--- src/rtl/chunk_adder_pkg.sv ---
// Shared types and sizing helpers for the chunk-serial adder.
package chunk_adder_pkg;

    typedef enum logic [1:0] {IDLE, RUN, DONE} state_t;

    function automatic int nchunk(input int width, input int chunk);
        return (width + chunk - 1) / chunk;
    endfunction

    // Width of the chunk index register; never narrower than one bit.
    function automatic int idx_width(input int n);
        return (n <= 1) ? 1 : $clog2(n);
    endfunction

endpackage

--- src/rtl/chunk_full_adder.sv ---
// Combinational CHUNK-bit ripple adder: two half adders plus an OR per bit.
module chunk_full_adder #(
    parameter int CHUNK = 4
) (
    input  logic [CHUNK-1:0] a,
    input  logic [CHUNK-1:0] b,
    input  logic             ci,
    output logic [CHUNK-1:0] s,
    output logic             co,
    output logic             cm
);

    logic [CHUNK:0] c;

    assign c[0] = ci;

    for (genvar i = 0; i < CHUNK; i++) begin : g_bit
        logic p, g1, g2;
        assign p        = a[i] ^ b[i];
        assign g1       = a[i] & b[i];
        assign s[i]     = p ^ c[i];
        assign g2       = p & c[i];
        assign c[i+1]   = g1 | g2;
    end

    assign co = c[CHUNK];
    assign cm = c[CHUNK-1];

endmodule

--- src/rtl/chunk_serial_adder.sv ---
// Sequential A+B+cin adder, CHUNK bits per clock with valid/ready on both sides.
// Define CHUNK_ADDER_SUB_EN to add a 'sub' port selecting A-B.
module chunk_serial_adder
    import chunk_adder_pkg::*;
#(
    parameter int WIDTH = 16,
    parameter int CHUNK = 4
) (
    input  logic             clk,
    input  logic             rst,
    input  logic             in_valid,
    output logic             in_ready,
    input  logic [WIDTH-1:0] a,
    input  logic [WIDTH-1:0] b,
`ifdef CHUNK_ADDER_SUB_EN
    input  logic             sub,
`endif
    input  logic             cin,
    output logic             out_valid,
    input  logic             out_ready,
    output logic [WIDTH-1:0] sum,
    output logic             cout,
    output logic             overflow
);

    localparam int NCHUNK = nchunk(WIDTH, CHUNK);
    localparam int PW     = NCHUNK * CHUNK;
    localparam int IW     = idx_width(NCHUNK);
    localparam int LB     = WIDTH - (NCHUNK - 1) * CHUNK;
    localparam logic [IW-1:0] LAST = IW'(NCHUNK - 1);

    state_t          state;
    logic [IW-1:0]   idx;
    logic [PW-1:0]   a_r, b_r, sum_pad, sum_nxt;
    logic            carry;
    logic [CHUNK-1:0] ca, cb, s;
    logic            co, cm, top_co, top_cm;
    logic [WIDTH-1:0] b_in;
    logic            c_in;

`ifdef CHUNK_ADDER_SUB_EN
    assign b_in = sub ? ~b : b;
    assign c_in = sub ? 1'b1 : cin;
`else
    assign b_in = b;
    assign c_in = cin;
`endif

    always_comb begin
        ca      = '0;
        cb      = '0;
        sum_nxt = sum_pad;
        for (int j = 0; j < NCHUNK; j++) begin
            if (idx == IW'(j)) begin
                ca = a_r[j*CHUNK +: CHUNK];
                cb = b_r[j*CHUNK +: CHUNK];
                sum_nxt[j*CHUNK +: CHUNK] = s;
            end
        end
    end

    chunk_full_adder #(.CHUNK(CHUNK)) u_fa (
        .a  (ca),
        .b  (cb),
        .ci (carry),
        .s  (s),
        .co (co),
        .cm (cm)
    );

    // A partial last chunk has zero padding above the MSB, so the carry out of
    // bit WIDTH-1 lands in sum bit LB and the carry into it is recovered from a^b^s.
    assign top_co = (LB == CHUNK) ? co : s[LB % CHUNK];
    assign top_cm = (LB == CHUNK) ? cm : (ca[LB-1] ^ cb[LB-1] ^ s[LB-1]);

    always_ff @(posedge clk or posedge rst) begin
        if (rst) begin
            state     <= IDLE;
            idx       <= '0;
            a_r       <= '0;
            b_r       <= '0;
            carry     <= 1'b0;
            sum_pad   <= '0;
            cout      <= 1'b0;
            overflow  <= 1'b0;
            in_ready  <= 1'b0;
            out_valid <= 1'b0;
        end else begin
            case (state)
                IDLE: begin
                    in_ready <= 1'b1;
                    if (in_valid && in_ready) begin
                        a_r      <= PW'(a);
                        b_r      <= PW'(b_in);
                        carry    <= c_in;
                        idx      <= '0;
                        in_ready <= 1'b0;
                        state    <= RUN;
                    end
                end
                RUN: begin
                    sum_pad <= sum_nxt;
                    carry   <= co;
                    idx     <= idx + 1'b1;
                    if (idx == LAST) begin
                        cout      <= top_co;
                        overflow  <= top_cm ^ top_co;
                        out_valid <= 1'b1;
                        state     <= DONE;
                    end
                end
                DONE: begin
                    if (out_ready) begin
                        out_valid <= 1'b0;
                        in_ready  <= 1'b1;
                        state     <= IDLE;
                    end
                end
                default: state <= IDLE;
            endcase
        end
    end

    assign sum = sum_pad[WIDTH-1:0];

endmodule

--- config.mk ---
export PLATFORM = sky130hd
export DESIGN_NAME = chunk_serial_adder
export DESIGN_NICKNAME = d
export VERILOG_FILES = /design/src/rtl/chunk_adder_pkg.sv /design/src/rtl/chunk_full_adder.sv /design/src/rtl/chunk_serial_adder.sv
export SDC_FILE = /design/constraint.sdc
export NUM_CORES = 1
export LEC_CHECK = 0
export CAP_MARGIN = 20
export CORE_MARGIN = 4
export CORE_UTILIZATION = 54
export DETAILED_ROUTE_END_ITERATION = 8
export HOLD_SLACK_MARGIN = 0.15
export PLACE_DENSITY = 0.84
export SETUP_SLACK_MARGIN = 0.05
export SYNTH_ARGS = -nofsm -noshare
export SYNTH_HDL_FRONTEND = slang
export SYNTH_SLANG_ARGS = --single-unit
--- constraint.sdc ---
create_clock -name clk -period 6.9 [get_ports clk]
set_input_delay 2.07 -clock clk [delete_from_list [all_inputs] [get_ports clk]]
set_output_delay 2.07 -clock clk [all_outputs]
set_load 0.01 [all_outputs]
==> impl_metrics.toml <==
[status]
status = "finished, final reports clean"

[logic_synthesis]
syn_area_sq_um = 2675
synth_most_common_cell = "dfrtp_1"
ys_top_cells_by_area = "dfrtp_1, mux2_4, mux2_2"
async_flop_share_pct = 100.0
synth_cell_types = 26
synth-edff-count = 0
synth_top_cell_by_area = "dfrtp_1"
postSynthAreaPerCell_sq_um = 14.23
yosys_warnings = 0
synth_ff_type = "dfrtp_1"
syn-num-nets = 233
yosysTopAreaCellShare_pct = 53.32
ys_seq_area_share_pct = 53.32
syn_inst = 188
netlist_top_cells_count = "dfrtp_1, mux2_4, mux2_2"
ys_ff_latch = 57

[floorplanning]
die-area_sq_um = 6144
start_util_pct = 56.26
die_h_um = 78.39
io_pins = 57
num_rows = 25
core_region_area_sq_um = 4755
die_x_um = 78.39

[clocking]
root_buffer = "clkbuf_8"
cts_tree = "built"
cts_hold_buf = 0
path_clk_slew_ns = 0.06
insertion_delay_ns = 0.34
htree_levels = 3
ctsResizeCount = 0
cts_buffers = 9
numClockSinks = 57
postCtsSetupRepairBufs = 0
cts_buffer_depth = 2

[setup_path]
worstSetupEndpointType = "flop"
r2r.worst_path.cells = 10
crit_fanout = 10
r2r_slack_ns = 3.18
r2r-end = "sum[11]"
start_kind = "flop"
criticalPathCategory = "flop to flop"
cp.arrival_ns = 3.93
required_ns = 7.12
r2r_start = "idx[1]"

[finish]
diodes = 0
area_growth_pct = 28.67
final_nets = 292
drive_above_1_share_pct = 25.70
fillers = 343

[timing]
tns_ns = 0
hold_violations = 0
rsz0062_at_grt = "no"
tightest_slew_ns = 0.6046
skew_ns = 0.004300
timing.slew.headroom_pct = 59.70
fin_crit_ns = 3.717
fin_crit_sh_pct = 53.87
finalSetupViolCount = 0
slew_violations = 0
hold_ws_ns = 0.4909
clock.fmax_ghz = 0.2690

[grt]
grt_max_degree = 36
grt_pass1_vias = 1778
antenna_found_initial = 0
grtUsageMet3_pct = 6.307
grt_overflow_total = 0
gr-max-usage-layer = "met2"
grt.total_usage_pct = 19.03
met1_usage_pct = 24.22
grt_use_met2_pct = 28.77
grt_pass1_wl_um = 8714

[pwr]
pwr-share-clk_pct = 15.0
comb_power_share_pct = 50.8
netSwitchingFraction_pct = 34.75
leakagePower_nw = 1.544
power_frac_seq_pct = 34.2
p_per_area_nw_per_um2 = 526.9
p_int_w = 0.001183
p_sw_w = 0.0006303
ir_drop_v = 0.0002989

[detailed_routing]
wirelength_um = 5259
vias_per_cell = 5.396
dr.pass1.iters = 4
drt_iter0_markers = 80
num_vias = 1705
drtAntennaViolNets = 0
wl_per_cell_um = 16.64
route.detailed.drc = 0

[placed_design]
gp_congestion = 0.8018
io_buffer_count = 56
place_hpwl_um = 3747

[min_path]
holdPathStages = 2
hold_path_class = "flop to flop"
min-delay-start = "overflow"
whs_endpoint = "overflow"

[job]
drv_cap = 0
[worst max-delay path: stages (launching register included)]
cell	delay, ns
dfrtp_1	0.39
inv_1	0.10
ha_1	0.38
nor2b_1	0.23
a221oi_1	0.29
o31ai_1	0.15
fa_1	0.44
fa_1	0.39
fa_1	0.43
fa_1	0.50
mux2_1	0.30
[stage by stage]
step,setup WS (ns),util (%),cell area [sq um],total power (W),instances
after floorplan,3.430,-,2675,0.001254,188
after global placement,3.279,68.42,3253,0.001509,302
after detailed placement,3.184,68.84,3273,0.001545,303
after CTS,3.191,72.39,3442,0.001828,316
after global routing,2.956,72.39,3442,0.001934,316
final,3.183,72.39,3442,0.001814,316
[power by group through the flow]
stage	sequential (W)	clock (W)	combinational, W
floorplan	0.000611	0	0.000643
global placement	0.000616	0	0.000893
detailed placement	0.000621	0	0.000924
CTS	0.000620	0.000279	0.000930
global route	0.000641	0.000292	0.00100
finish	0.000619	0.000272	0.000922
[cells in the final DEF, fill, tap and decap left out, drive strengths merged, types with 4 or more instances in the layout]
master,instances
a221oi,8
clkbuf,13
clkdlybuf4s50,56
dfrtp,57
fa,4
ha,4
inv,5
mux2,49
nand2,14
nor2b,9
o21ai,6
o31ai,9
[registers in the layout (all words and copies together), names as in the netlist]
register and count:
state 2, a_r 16, in_ready 1, idx 2
cout 1, sum 16, carry 1, out_valid 1
b_r 16, overflow 1
[worst max path at each step]
stage,slack [ns],start,to
5_1_grt,2.96,idx[1],sum[11]
4_1_cts,3.19,idx[1],sum[11]
6_report,3.18,idx[1],sum[11]
2_1_floorplan,3.43,rst,a_r[0]
3_5_place_dp,3.18,idx[1],sum[11]
3_3_place_gp,3.28,idx[1],sum[11]
[routing by layer]
layer	vias up	part of all wire (%)
met5	-	0
met4	0	2.3
met2	56	47
li1	785	-
met3	13	6.5
met1	851	44
[logic make-up after synthesis]
family	synth area share, %
mux	24.56
xor+xnor	0.3275
compound gates	7.016
simple gates	6.267
flops	53.32
buf+inv	3.648
fa+ha+maj	4.865
[area by class of cell]
| cell class | instances | area, sq um | share of cell area, % |
|---|---|---|---|
| inverters | 5 | 18.77 | 0.5453 |
| repair buffers | 58 | 588.1 | 17.08 |
| clock buffers | 13 | 168.9 | 4.907 |
| well taps | 67 | 83.83 | 2.435 |
| flip-flops and latches | 57 | 1426 | 41.44 |
| multi-input cells | 116 | 1156 | 33.59 |
Power figures use the tool's default switching activity.
